`src/rtl/garduino_sysinfo.sv`:
```
// garduino_sysinfo: Avalon-MM system-identification and housekeeping slave.
// Holds an 8-word map with build ID, timestamp, version, scratch, uptime
// seconds and a 64-bit cycle counter whose high word is snapshotted on reads
// of the low word. Reads return after a fixed, pipelined latency.
module garduino_sysinfo #(
    parameter logic [31:0] SYS_ID       = 32'h5F5C_2A60,
    parameter logic [31:0] TIMESTAMP    = 32'd1599928672,
    parameter logic [31:0] VERSION      = 32'h0001_0000,
    parameter int unsigned CLK_FREQ_HZ  = 50000000,
    parameter int unsigned READ_LATENCY = 1,
    // Reset-time preload of UPTIME and the cycle counter; leave at 0 in the
    // system. Nonzero values let wrap behaviour be exercised in short runs.
    parameter logic [31:0] UPTIME_RST   = 32'h0,
    parameter logic [63:0] CYCLE_RST    = 64'h0
) (
    input  logic        clock,
    input  logic        reset_n,
    input  logic [2:0]  address,
    input  logic        read,
    input  logic        write,
    input  logic [31:0] writedata,
    input  logic [3:0]  byteenable,
    output logic [31:0] readdata,
    output logic        readdatavalid
);

    localparam int unsigned DW  = 32;
    localparam int unsigned CW  = 64;
    localparam int unsigned BEW = 4;
    localparam int unsigned PDW = READ_LATENCY * DW;

    localparam logic [DW-1:0] PRESC_TERM = DW'(CLK_FREQ_HZ - 1);

    localparam logic [2:0] A_SYS_ID  = 3'd0;
    localparam logic [2:0] A_TSTAMP  = 3'd1;
    localparam logic [2:0] A_VERSION = 3'd2;
    localparam logic [2:0] A_SCRATCH = 3'd3;
    localparam logic [2:0] A_UPTIME  = 3'd4;
    localparam logic [2:0] A_CYC_LO  = 3'd5;
    localparam logic [2:0] A_CYC_HI  = 3'd6;
    localparam logic [2:0] A_CTRL    = 3'd7;

    logic [DW-1:0]           scratch_q, scratch_d;
    logic [DW-1:0]           presc_q, presc_d;
    logic [DW-1:0]           uptime_q, uptime_d;
    logic [CW-1:0]           cyc_q, cyc_d;
    logic [DW-1:0]           snap_q, snap_d;
    logic [PDW-1:0]          pipe_data_q, pipe_data_d;
    logic [READ_LATENCY-1:0] pipe_vld_q, pipe_vld_d;

    logic          rd_acc_c;
    logic          clr_c;
    logic          tick_c;
    logic [DW-1:0] rdata_c;

    // A simultaneous write wins over the read, so the read is not accepted.
    assign rd_acc_c = read & ~write;
    assign clr_c    = write & (address == A_CTRL) & writedata[0];
    assign tick_c   = (presc_q == PRESC_TERM);

    // Read mux: register values as they stand before this cycle's updates.
    always_comb begin
        rdata_c = '0;
        case (address)
            A_SYS_ID:  rdata_c = SYS_ID;
            A_TSTAMP:  rdata_c = TIMESTAMP;
            A_VERSION: rdata_c = VERSION;
            A_SCRATCH: rdata_c = scratch_q;
            A_UPTIME:  rdata_c = uptime_q;
            A_CYC_LO:  rdata_c = cyc_q[DW-1:0];
            A_CYC_HI:  rdata_c = snap_q;
            A_CTRL:    rdata_c = '0;
            default:   rdata_c = '0;
        endcase
    end

    // Next state of prescaler, uptime and cycle counter; clear has priority.
    always_comb begin
        presc_d  = presc_q + DW'(1);
        uptime_d = uptime_q;
        cyc_d    = cyc_q + CW'(1);
        if (tick_c) begin
            presc_d  = '0;
            uptime_d = uptime_q + DW'(1);
        end
        if (clr_c) begin
            presc_d  = '0;
            uptime_d = '0;
            cyc_d    = '0;
        end
    end

    // Next state of scratch (byte-enabled) and the high-word snapshot.
    always_comb begin
        scratch_d = scratch_q;
        snap_d    = snap_q;
        if (write && (address == A_SCRATCH)) begin
            for (int unsigned i = 0; i < BEW; i++) begin
                if (byteenable[i]) begin
                    scratch_d[8*i +: 8] = writedata[8*i +: 8];
                end
            end
        end
        if (rd_acc_c && (address == A_CYC_LO)) begin
            snap_d = cyc_q[CW-1:DW];
        end
    end

    // Read pipeline shift; data is forced to 0 in stages that hold no read.
    always_comb begin
        pipe_vld_d  = (pipe_vld_q << 1) | READ_LATENCY'(rd_acc_c);
        pipe_data_d = (pipe_data_q << DW) | PDW'(rd_acc_c ? rdata_c : '0);
    end

    // State registers.
    always_ff @(posedge clock or negedge reset_n) begin
        if (!reset_n) begin
            scratch_q   <= '0;
            presc_q     <= '0;
            uptime_q    <= UPTIME_RST;
            cyc_q       <= CYCLE_RST;
            snap_q      <= '0;
            pipe_data_q <= '0;
            pipe_vld_q  <= '0;
        end else begin
            scratch_q   <= scratch_d;
            presc_q     <= presc_d;
            uptime_q    <= uptime_d;
            cyc_q       <= cyc_d;
            snap_q      <= snap_d;
            pipe_data_q <= pipe_data_d;
            pipe_vld_q  <= pipe_vld_d;
        end
    end

    assign readdata      = pipe_data_q[PDW-1 -: DW];
    assign readdatavalid = pipe_vld_q[READ_LATENCY-1];

endmodule

```
`config.mk`:
```
export PLATFORM = sky130hd
export DESIGN_NAME = garduino_sysinfo
export DESIGN_NICKNAME = d
export VERILOG_FILES = /design/src/rtl/garduino_sysinfo.sv
export SDC_FILE = /design/constraint.sdc
export NUM_CORES = 1
export LEC_CHECK = 0
export ABC_CLOCK_PERIOD_IN_PS = 4200
export CAP_MARGIN = 20
export CORE_MARGIN = 2
export CORE_UTILIZATION = 30
export CTS_BUF_LIST = sky130_fd_sc_hd__clkbuf_8 sky130_fd_sc_hd__clkbuf_16
export CTS_CLUSTER_DIAMETER = 100
export DETAILED_ROUTE_END_ITERATION = 8
export GPL_TIMING_DRIVEN = 0
export MAX_ROUTING_LAYER = met4
export PLACE_DENSITY = 0.52
export SLEW_MARGIN = 20
export SYNTH_ARGS = -nofsm -noshare
export SYNTH_HDL_FRONTEND = slang
export SYNTH_SLANG_ARGS = --single-unit
export TNS_END_PERCENT = 50
```
`constraint.sdc`:
```
create_clock -name clock -period 4.2 [get_ports clock]
set_input_delay 0.84 -clock clock [delete_from_list [all_inputs] [get_ports clock]]
set_output_delay 0.84 -clock clock [all_outputs]
set_load 0.02 [all_outputs]
```
Word level (Yosys, flattened, before mapping) --
Index checks and enable logic that the tools add are counted. W data, S select, Z words.
Cells by class: add/sub/neg operators 3, multiply operators 0, div/mod/pow operators 0, order comparisons 0, equality and inequality tests 8, shift-type cells 0, muxes and demuxes 7, bitwise gates (word level) 4, reductions and logical operators 8
Operators with widths (number):
- $pmux W32 S8 | 1
- $mux W32 | 5
- $add A32 B1 Y32 const B | 2
- $add A64 B1 Y64 const B | 1
- $mux W64 | 1
- $eq A32 B26 Y1 const B | 1
- $eq A3 B3 Y1 const B | 4
- $reduce_and A2 Y1 | 4
- $eq A3 B2 Y1 const B | 2
- $and A1 B1 Y1 | 3
- $eq A3 B1 Y1 const B | 1
- $logic_not A3 Y1 | 1
- $logic_and A1 B1 Y1 | 2
- $reduce_bool A2 Y1 | 1
- $not A1 Y1 | 1
Storage, ports and cells: flip-flop bits (word level) 225, bits in latches 0, RAM bits 0, ROM bits 0, input bits 43, output and inout bits 33, word-level logic and storage cells 40, memories kept 0

Logic depth before layout (Yosys ltp) --
Gate-level depths: netlist of run 1.
depth in word-level cells 4, depth in mapped cells 9, depth with buffers taken out 6

Least setup slack after synthesis of run 1 --
No wires, ideal clock.
path type input port to flip-flop, start input port address[1], end register snap_q[10], setup time 125 ps, arrival time 2432 ps, data required time 4075 ps, setup slack 1643 ps, stages 7, path buffers 3, cells stage by stage inv_1 and3_1 clkbuf_1 and2_1 clkbuf_1 clkbuf_1 mux2_2
On the way: longest elaborated chain between the ends 2
Ends and longest elaborated chain:
- start, declared | line 18 | input logic [2:0] address,
- $eq A3 B3 Y1 | line 104 | if (rd_acc_c && (address == A_CYC_LO)) begin
- $logic_and A1 B1 Y1 | line 104
- end signal, assigned | line 130 | snap_q <= snap_d;
- end, declared | line 47 | logic [DW-1:0] snap_q, snap_d;
Every way passes these cells. A chain may end at the register's enable or synchronous reset.

Final worst setup path of run 1 --
start input port address[1], end register snap_q[22]
The elaborated chain is that of the path after synthesis.

==> results of run 1 <==
==> cell usage after synthesis, types with 13 or more instances <==
library cell	number	area share [%]
nand3_1	56	2.7
and3_1	21	1.2
mux2_2	64	6.8
or4_1	14	0.99
a21oi_1	95	4.5
a22oi_1	34	2.4
nor2_1	102	3.6
clkbuf_1	47	1.7
o31ai_1	14	0.99
nand4_1	45	2.7
dfrtp_1	225	53
xor2_1	51	4.2
xnor2_1	24	2.0
or3_1	38	2.2
o21ai_0	45	2.1
nand2_1	46	1.6
inv_1	13	0.46
and4_1	16	1.3
==> layout by cell type, fill, tap and decap left out, drive strengths merged <==
| master | instances |
|---|---|
| dfrtp | 225 |
| nor2 | 102 |
| a21oi | 95 |
| clkbuf | 84 |
| clkdlybuf4s50 | 73 |
| mux2 | 64 |
| nand3 | 56 |
| xor2 | 51 |
| nand2 | 46 |
| nand4 | 46 |
| o21ai | 45 |
| or3 | 38 |
| a22oi | 34 |
| xnor2 | 24 |
| and3 | 21 |
| inv | 18 |
| and4 | 16 |
| or4 | 16 |
| buf | 16 |
| o31ai | 14 |
| and2 | 11 |
| nor3 | 10 |
| nor4 | 9 |
| mux2i | 5 |
| a221oi | 5 |
| clkinv | 5 |
| a222oi | 4 |
| nor2b | 3 |
| nand2b | 3 |
| o22ai | 3 |
| ha | 3 |
| or2 | 2 |
| nor3b | 2 |
| clkinvlp | 2 |
| bufinv | 2 |
| nor4b | 1 |
| nand4b | 1 |
| nor4bb | 1 |
==> worst register-to-register path, delay by kind of cell (launching register included) <==
kind	cells	cell delay, ns
buffers and inverters	1	0.52
AO/OA/AOI/OAI	1	0.15
AND/OR/NAND/NOR	4	1.99
flip-flops	1	0.47
==> per-layer routing <==
layer,global-route usage (%),vias up,part of all wire [%]
met3,2.41,78,5.0
met2,26.7,253,44
met1,24.5,4227,47
met4,6.33,0,3.7
li1,-,3946,-
met5,-,-,0
==> flip-flops by register name, indices dropped and copies added (netlist names) <==
signal / flops
cyc_q: 64
presc_q: 32
readdata: 32
scratch_q: 32
snap_q: 32
uptime_q: 32
readdatavalid: 1
==> through the flow <==
step / hold slack (ns) / setup slack, ns / power [mW] / area, sq um / utilization, %
after global routing: 0.286 / 0.686 / 6.70 / 12900 / 37.4
after CTS: 0.265 / 0.877 / 6.45 / 12900 / 37.4
after global placement: 0.482 / -7.68 / 3.92 / 11900 / 34.3
after floorplan: 0.455 / 1.64 / 3.51 / 10600 / -
after detailed placement: 0.488 / 0.295 / 3.96 / 12000 / 34.6
final: 0.247 / 0.740 / 6.39 / 12900 / 37.4
==> kinds of logic (layout without fill, tap and decap cells) <==
kind of cell	Yosys count	in the layout
buf+inv	70	200
fa+ha+maj	3	3
compound gates	200	200
simple gates	384	384
flops	225	225
mux	69	69
xor+xnor	75	75
==> path summary, 6_finish.rpt <==
path	cells past startpoint	slack (ns)	startpoint	end
hold reg to reg	1	0.49	presc_q[0]$_DFF_PN0_	presc_q[0]$_DFF_PN0_
max in group asynchronous	2	3.07	reset_n	readdata[13]$_DFF_PN0_
hold / removal	1	0.25	reset_n	presc_q[26]$_DFF_PN0_
min in group clock	1	0.49	presc_q[0]$_DFF_PN0_	presc_q[0]$_DFF_PN0_
setup reg to reg	6	0.99	cyc_q[25]$_DFF_PN0_	cyc_q[45]$_DFF_PN0_
setup / recovery	8	0.74	address[1]	snap_q[22]$_DFFE_PN0P_
==> layout make-up <==
class / count / area, sq um / area share (%)
sequential: 225 / 5630 / 43.5
multi-input combinational: 731 / 4690 / 36.2
clock buffer: 37 / 836 / 6.45
timing repair buffer: 79 / 821 / 6.34
tap: 455 / 569 / 4.40
buffer: 57 / 229 / 1.77
clock inverter: 14 / 126 / 0.976
inverter: 13 / 48.8 / 0.377
==> power by group <==
| part | internal (mW) | switching (mW) | total [mW] |
|---|---|---|---|
| logic | 0.427 | 0.398 | 0.825 |
| registers | 2.61 | 0.492 | 3.10 |
| clock network | 1.51 | 0.954 | 2.46 |
==> impl_metrics.py, run 1 <==
metrics = {
    "place": {
        "dpl.cell_count": 1560,
        "place_congestion": 0.868,
        "port-buffer-count": 74,
        "dp.final_hpwl_microns": 22700,
    },
    "clocking": {
        "clkTransAtPathRegs_ns": 0.06,
        "cts_buffers": 28,
        "max-clock-path-buffers": 3,
        "clock_insertion_delay_worst_skew_ns": 0.54,
        "cts_htree_levels": 1,
        "holdBufCountCts": 0,
        "clock_sinks": 225,
        "cts-root-buf": "clkbuf_16",
        "post_cts_resized": 0,
        "postCtsSetupRepairBufs": 0,
        "tritoncts": "done",
    },
    "drt": {
        "route.detailed.drc": 0,
        "avgRoutedWirePerCell_microns": 19.6,
        "antenna_viol_nets_final": 0,
        "detailedRoute.firstPassIterationCount": 5,
        "routed_via_density": 5.28,
        "dr.first_iter.drc_count": 660,
        "routed_wirelength_microns": 31500,
        "dr_total_vias": 8504,
    },
    "floorplanning": {
        "floorplan.die_area_sq_um": 36800,
        "chipHeight_microns": 192,
        "floorplan.die.width_microns": 192,
        "initial_core_util_pct": 30.5,
        "design.core.area_sq_um": 34600,
        "floorplan.io_pins": 76,
        "num_rows": 68,
    },
    "sta": {
        "final_max_slew_viol_count": 0,
        "slew-limit-headroom_pct": 26.5,
        "final.period_utilization_pct": 82.4,
        "final-setup-viol-count": 0,
        "finalHoldViolations": 0,
        "finalWorstPathRequiredPeriod_ns": 3.46,
        "unrepaired_setup_endpoints_after_global_routing": "false",
        "setup_total_negative_slack_ns": 0,
        "timing.clock.skew_ns": 0.0173,
        "maxClockFrequency_mhz": 289,
        "slew_worst_pin_ns": 1.09,
    },
    "global_route": {
        "grt_pass1_vias": 8430,
        "antenna_found_initial": 0,
        "grt_first_pass_wirelength_microns": 49000,
        "grt_overflow": 0,
        "track_usage_pct": 17.8,
        "maximum_number_of_pins_on_one_net_before_global_route_repair": 97,
    },
    "setup_path": {
        "cpLargestDelayFamily": "buffers and inverters",
        "cp.buffers_inverters": 5,
        "worst_ep_arrival_ns": 3.88,
        "required_ns": 4.62,
        "critical_path.slowest_cell": "clkdlybuf4s50_1",
        "setup.worst_path.end_class": "flip-flop",
        "crit_path_start_kind": "input pin",
        "critPathMaxFanout": 10,
        "critical-path-top-cell-by-count": "clkbuf_1",
        "cp_slowest_stage_delay_ns": 0.58,
        "path_cells": "clkdlybuf4s50_1, inv_1, and3_1, clkbuf_1, and2_1, clkbuf_1, clkbuf_1, mux2_2",
        "critPathKind": "input pin to flip-flop",
    },
    "synth": {
        "yosys.cell_types.count": 38,
        "portion_of_the_post_synthesis_area_used_by_sequential_elements_pct": 53.3,
        "synth-edff-count": 0,
        "syn-cell-area_sq_um": 10600,
        "synthesis.nets": 1072,
        "share_of_synthesized_flip_flops_with_an_asynchronous_set_or_reset_pct": 100,
        "syn_area_per_cell_sq_um": 10.3,
        "main_combinational_cell_family_by_area_after_synthesis": "simple AND/OR/NAND/NOR gates",
        "synthAdderAreaFrac_pct": 0.355,
        "synthXorXnorAreaFrac_pct": 6.21,
        "synthFlopType": "dfrtp_1",
        "yosys-mux-area-fraction_pct": 7.29,
        "synth-compound-area-share_pct": 11.0,
        "synthesized_netlist_cell_count": 1026,
        "synth_simple_gate_area_share_pct": 19.2,
        "synth_warnings": 0,
        "synth_seq_cells": 225,
    },
    "layout": {
        "num_antenna_cells": 0,
        "syn_to_final_growth_pct": 22.5,
        "post_layout_nonfiller_instances": 1611,
        "nFillCells": 3419,
        "nets": 1181,
        "drive_gt1_share_pct": 11.2,
    },
    "run": {
        "max_cap_violations": 0,
    },
    "worst_hold_path": {
        "holdCritPathClass": "input pin to asynchronous set/reset pin",
    },
    "status": {
        "status": "finished, final reports clean",
    },
    "power_and_ir_drop": {
        "total_leakage_power_nw": 5.22,
        "power_density_nw_per_um2": 493,
        "power.ir.vdd_worst_v": 0.000362,
    },
}
No activity file was read; power rests on OpenSTA's default activity.
==> inputs of run 2 (changes only) <==
--- a/config.mk
+++ b/config.mk
@@ -5,7 +5,7 @@
 export SDC_FILE = /design/constraint.sdc
 export NUM_CORES = 1
 export LEC_CHECK = 0
-export ABC_CLOCK_PERIOD_IN_PS = 4200
+export ABC_CLOCK_PERIOD_IN_PS = 3210
 export CAP_MARGIN = 20
 export CORE_MARGIN = 2
 export CORE_UTILIZATION = 30
==> constraint.sdc (replaced) <==
create_clock -name clock -period 3.21 [get_ports clock]
set_input_delay 0.642 -clock clock [delete_from_list [all_inputs] [get_ports clock]]
set_output_delay 0.642 -clock clock [all_outputs]
set_load 0.02 [all_outputs]
==> run 2 against run 1 <==
Clock skew decreased by 0.0011 ns. Worst hold slack got worse by 0.20 ns. Flip-flop and latch count unchanged. Sequential power increased by 31%. Die area unchanged. Combinational power increased by 31%. Sequential share of layout area about the same.
==> impl_metrics.py, run 2 (synthesis results as in run 1) <==
metrics = {
    "status": {
        "status": "finished, final reports clean",
    },
    "layout": {
        "nFillCells": 3417,
        "area_occupied_by_multi_input_gates_sq_um": 4700,
        "final_design_area_no_fill_sq_um": 13000,
        "num_antenna_cells": 0,
        "drive_gt1_share_pct": 11.5,
        "most_frequent_standard_cell_in_the_layout_excluding_fill_and_tap_cells": "dfrtp_1",
        "sequential_cell_area_sq_um": 5630,
        "syn_to_final_growth_pct": 22.6,
        "most-common-layout-cells": "225 x dfrtp_1, 102 x nor2_1, 95 x a21oi_1, 73 x clkdlybuf4s50_1, 64 x mux2_2",
        "number_of_flip_flops_under_the_largest_register_name": 64,
        "top_register": "cyc_q",
        "nets": 1181,
    },
    "setup_path": {
        "setup.worst_path.end_class": "flip-flop",
        "worstSetupStartpoint": "address[1]",
        "critPathMaxFanout": 10,
        "critPathKind": "input pin to flip-flop",
        "required_ns": 3.64,
        "r2r-start": "presc_q[0]$_DFF_PN0_",
        "worst_ep_arrival_ns": 3.49,
        "crit_path_start_kind": "input pin",
    },
    "clocking": {
        "cts-root-buf": "clkbuf_16",
        "tritoncts": "done",
        "cts_buffers": 28,
        "clkTransAtPathRegs_ns": 0.06,
        "max-clock-path-buffers": 3,
        "clock_sinks": 225,
        "clock_insertion_delay_worst_skew_ns": 0.54,
        "cts_htree_levels": 1,
        "holdBufCountCts": 0,
    },
    "drt": {
        "dr_total_vias": 8532,
        "routed_wirelength_microns": 31400,
        "route.detailed.drc": 0,
        "antenna_viol_nets_final": 0,
        "detailedRoute.firstPassIterationCount": 7,
        "dr.first_iter.drc_count": 657,
        "routed_via_density": 5.30,
        "avgRoutedWirePerCell_microns": 19.5,
    },
    "run": {
        "max_cap_violations": 0,
    },
    "sta": {
        "final.period_utilization_pct": 95.4,
        "min_hold_slack_ns": 0.0484,
        "final_max_slew_viol_count": 0,
        "unrepaired_setup_endpoints_after_global_routing": "false",
        "maxClockFrequency_mhz": 326,
        "finalWorstPathRequiredPeriod_ns": 3.06,
        "setup_total_negative_slack_ns": 0,
        "final-setup-viol-count": 0,
        "finalHoldViolations": 0,
        "slew_worst_pin_ns": 0.892,
        "slew-limit-headroom_pct": 40.3,
        "timing.clock.skew_ns": 0.0162,
    },
    "global_route": {
        "grt_overflow": 0,
        "track_usage_pct": 17.8,
        "antenna_found_initial": 0,
        "maximum_number_of_pins_on_one_net_before_global_route_repair": 97,
        "grt_first_pass_wirelength_microns": 49000,
        "grt_pass1_vias": 8430,
    },
    "power_and_ir_drop": {
        "share_of_power_burned_in_combinational_logic_pct": 12.9,
        "sw_frac_of_total_pct": 28.9,
        "psw_mw": 2.41,
        "report.power.total_mw": 8.36,
        "power_density_nw_per_um2": 645,
        "share_clk_of_total_power_pct": 38.6,
        "power.internal_mw": 5.94,
        "power.ir.vdd_worst_v": 0.000475,
        "total_leakage_power_nw": 5.23,
        "sequentialPowerShare_pct": 48.5,
    },
    "floorplanning": {
        "num_rows": 68,
        "floorplan.die.width_microns": 192,
        "design.core.area_sq_um": 34600,
        "floorplan.die_area_sq_um": 36800,
        "initial_core_util_pct": 30.5,
        "floorplan.io_pins": 76,
        "chipHeight_microns": 192,
    },
    "place": {
        "dp.final_hpwl_microns": 22700,
        "placement_cell_area_sq_um": 12000,
        "port-buffer-count": 74,
        "place_congestion": 0.868,
    },
    "worst_hold_path": {
        "holdCritPathClass": "input pin to asynchronous set/reset pin",
    },
}
run 2: cell types whose count changed in the layout (fill, tap and decap cells not counted):
cell,change
nor4_1,-1
clkbuf_2,+3
clkbuf_1,-3
nor4_2,+1
run 2: layer usage:
metal	GRT usage [%]	wire (microns)	up-vias
li1	-	-	3956
met1	24.5	14600	4245
met2	26.7	13900	249
met3	2.41	1740	82
met4	6.33	1210	0
met5	-	0	-
run 2: critical path, cell delays in order:
cell             delay (ns)
clkdlybuf4s50_1        0.58
inv_1                  0.33
and3_1                 0.20
clkbuf_1               0.44
and2_1                 0.21
clkbuf_1               0.33
clkbuf_2               0.36
mux2_2                 0.38
run 2: timing repair:
item | CTS | global route
resized for setup | 0 | 7
buffers inserted | 0 | 0
setup endpoints to repair | 0 | 30
run 2: final cells by class:
| class | count | share of cell area (%) |
|---|---|---|
| plain buffers | 57 | 1.80 |
| clock buffers | 37 | 6.45 |
| clock inverters | 14 | 0.975 |
| inverters | 13 | 0.377 |
| multi-input cells | 731 | 36.2 |
| flip-flops and latches | 225 | 43.4 |
| well taps | 455 | 4.39 |
| repair buffers | 79 | 6.33 |
run 2: path summary, 6_finish.rpt:
kind	slack, ns	depth (start not counted)	end
setup / recovery	0.15	8	snap_q[5]$_DFFE_PN0P_
hold / removal	0.05	1	presc_q[26]$_DFF_PN0_
setup reg to reg	0.23	9	presc_q[25]$_DFF_PN0_
hold reg to reg	0.49	1	presc_q[0]$_DFF_PN0_
max in group asynchronous	2.28	2	readdata[13]$_DFF_PN0_
min in group clock	0.49	1	presc_q[0]$_DFF_PN0_
run 2: power by group through the flow:
stage / registers [mW] / logic (mW) / clock network, mW
floorplan: 3.86 / 0.739 / 0
global placement: 4.08 / 1.04 / 0
detailed placement: 4.09 / 1.08 / 0
CTS: 4.05 / 1.09 / 3.29
global route: 4.14 / 1.22 / 3.40
finish: 4.05 / 1.08 / 3.23
run 2: metrics by stage:
step	util, %	setup WS [ns]	instances
after floorplan	-	0.693	1026
final	37.4	0.146	1611
after CTS	37.4	0.0847	1611
after global routing	37.4	0.00896	1611
after detailed placement	34.6	-0.497	1560
after global placement	34.3	-8.47	1555
==> inputs of run 3 (changes only) <==
--- a/config.mk
+++ b/config.mk
@@ -7,6 +7,7 @@
 export LEC_CHECK = 0
 export ABC_CLOCK_PERIOD_IN_PS = 3210
 export CAP_MARGIN = 20
+export CORE_ASPECT_RATIO = 1.2
 export CORE_MARGIN = 2
 export CORE_UTILIZATION = 30
 export CTS_BUF_LIST = sky130_fd_sc_hd__clkbuf_8 sky130_fd_sc_hd__clkbuf_16
==> run 3 against run 2 <==
Fmax increased by 0.36%. Worst hold slack improved by 0.025 ns. Global-route usage increased by 0.19 points. Power increased by 0.63%. Routed wire length increased by 0.45%. Via count about the same. Count of clock-buffer cells in the layout decreased by 4. Sequential share of layout area about the same. Final area about the same.
==> impl_metrics.py, run 3 (synthesis results as in run 1) <==
metrics = {
    "setup_path": {
        "critPathKind": "input pin to flip-flop",
        "setup.worst_path.end_class": "flip-flop",
        "critPathMaxFanout": 10,
        "critical-path-top-cell-by-count": "clkbuf_1",
        "cp_slowest_stage_delay_ns": 0.58,
        "critical_path.slowest_cell": "clkdlybuf4s50_1",
        "worst_ep_arrival_ns": 3.48,
        "required_ns": 3.64,
        "crit_path_start_kind": "input pin",
        "path_cells": "clkdlybuf4s50_1, inv_1, and3_1, clkbuf_1, and2_1, clkbuf_1, clkbuf_2, mux2_2",
        "worst_r2r_path_depth": 9,
    },
    "layout": {
        "syn_to_final_growth_pct": 22.7,
        "final_design_area_no_fill_sq_um": 13000,
        "drive_gt1_share_pct": 11.5,
        "most-common-layout-cells": "225 x dfrtp_1, 102 x nor2_1, 95 x a21oi_1, 73 x clkdlybuf4s50_1, 64 x mux2_2",
        "nFillCells": 3481,
        "num_antenna_cells": 0,
        "number_of_flip_flops_under_the_largest_register_name": 64,
        "top_register": "cyc_q",
        "finalCoreUtilization_pct": 37.2,
        "most_frequent_standard_cell_in_the_layout_excluding_fill_and_tap_cells": "dfrtp_1",
        "nets": 1178,
    },
    "drt": {
        "antenna_viol_nets_final": 0,
        "met2_wirelength_microns": 14800,
        "max_layer_used": "met4",
        "dr_total_vias": 8527,
        "detailedRoute.firstPassIterationCount": 5,
        "routed_wirelength_microns": 31600,
        "route.detailed.drc": 0,
        "dr.first_iter.drc_count": 706,
        "avgRoutedWirePerCell_microns": 19.6,
        "met1Wirelength_microns": 14100,
        "routed_via_density": 5.28,
        "wl_met3_microns": 1730,
    },
    "global_route": {
        "maximum_number_of_pins_on_one_net_before_global_route_repair": 90,
        "grt_pass1_vias": 8381,
        "track_usage_pct": 18.0,
        "antenna_found_initial": 0,
        "grt_overflow": 0,
        "grt_first_pass_wirelength_microns": 49700,
    },
    "place": {
        "port-buffer-count": 74,
        "place_congestion": 0.924,
        "dp.final_hpwl_microns": 22500,
        "placement_cell_area_sq_um": 12000,
    },
    "power_and_ir_drop": {
        "sw_frac_of_total_pct": 28.5,
        "total_leakage_power_nw": 5.22,
        "psw_mw": 2.40,
        "power.ir.vdd_worst_v": 0.000421,
        "power.internal_mw": 6.01,
        "power_density_nw_per_um2": 649,
        "share_clk_of_total_power_pct": 39.1,
        "sequentialPowerShare_pct": 48.1,
        "share_of_power_burned_in_combinational_logic_pct": 12.9,
        "report.power.total_mw": 8.41,
    },
    "floorplanning": {
        "floorplan.io_pins": 76,
        "num_rows": 75,
        "design.core.area_sq_um": 34800,
        "floorplan.die_area_sq_um": 36800,
        "initial_core_util_pct": 30.4,
        "floorplan.die.width_microns": 175,
        "chipHeight_microns": 210,
    },
    "clocking": {
        "tritoncts": "done",
        "postCtsSetupRepairBufs": 0,
        "clkTransAtPathRegs_ns": 0.06,
        "max-clock-path-buffers": 3,
        "cts-root-buf": "clkbuf_16",
        "clock_insertion_delay_worst_skew_ns": 0.56,
        "cts_htree_levels": 1,
        "holdBufCountCts": 0,
        "cts_buffers": 26,
        "clock_sinks": 225,
    },
    "sta": {
        "timing.clock.skew_ns": 0.0266,
        "slew_worst_pin_ns": 0.875,
        "finalWorstPathRequiredPeriod_ns": 3.05,
        "final-setup-viol-count": 0,
        "maxClockFrequency_mhz": 328,
        "final.period_utilization_pct": 95.1,
        "final_max_slew_viol_count": 0,
        "finalHoldViolations": 0,
        "slew-limit-headroom_pct": 41.4,
        "unrepaired_setup_endpoints_after_global_routing": "false",
    },
    "run": {
        "max_cap_violations": 0,
    },
    "status": {
        "status": "finished, final reports clean",
    },
    "worst_hold_path": {
        "holdCritPathClass": "input pin to asynchronous set/reset pin",
    },
}
==> run 3: cell type report <==
type	instances	area (sq um)	share of cell area [%]
Sequential cell	225	5630	43.4
Multi-Input combinational cell	731	4700	36.2
Clock buffer	33	747	5.76
Tap cell	462	578	4.46
Timing Repair Buffer	78	816	6.29
Buffer	57	234	1.80
Inverter	13	48.8	0.376
Clock inverter	15	218	1.68
==> run 3: repair_timing <==
action / 4_1_cts / 5_1_grt
gates resized for setup: 0 / 9
setup endpoints to repair: 0 / 32
endpoints found under the hold margin: 0 / 0
==> run 3: metal layers <==
metal / up-vias / global-route usage [%]
met5: - / -
li1: 3936 / -
met3: 58 / 2.59
met4: 0 / 5.98
met2: 267 / 28.0
met1: 4266 / 24.1
==> run 3: path summary, 6_finish.rpt <==
kind / start / end / slack, ns
setup / recovery: address[1] / snap_q[30]$_DFFE_PN0P_ / 0.16
hold / removal: reset_n / presc_q[19]$_DFF_PN0_ / 0.07
setup reg to reg: presc_q[0]$_DFF_PN0_ / presc_q[14]$_DFF_PN0_ / 0.19
hold reg to reg: presc_q[0]$_DFF_PN0_ / presc_q[0]$_DFF_PN0_ / 0.49
max in group asynchronous: reset_n / cyc_q[27]$_DFF_PN0_ / 1.89
min in group clock: presc_q[0]$_DFF_PN0_ / presc_q[0]$_DFF_PN0_ / 0.49
==> run 3: power groups by stage <==
stage          sequential, mW  combinational [mW]  clock (mW)
6_report                 4.05                1.08        3.29
5_1_grt                  4.12                1.22        3.50
4_1_cts                  4.04                1.09        3.37
3_5_place_dp             4.09                1.08           0
3_3_place_gp             4.08                1.05           0
2_1_floorplan            3.86               0.739           0
==> run 3: per-stage QoR <==
step | cells | setup TNS (ns) | worst slack [ns] | hold slack [ns]
after detailed placement | 1566 | -19.69 | -0.488 | 0.482
after global routing | 1614 | 0 | 0.0236 | 0.108
after global placement | 1562 | -1929.47 | -8.53 | 0.480
after floorplan | 1026 | 0 | 0.693 | 0.346
final | 1614 | 0 | 0.157 | 0.0730
after CTS | 1614 | 0 | 0.0964 | 0.0705
==> run 3: critical path: cells and delay by family <==
kind,cells,cell delay (ns)
buffers and inverters,5,2.05
multiplexers,1,0.36
AND/OR/NAND/NOR,2,0.41
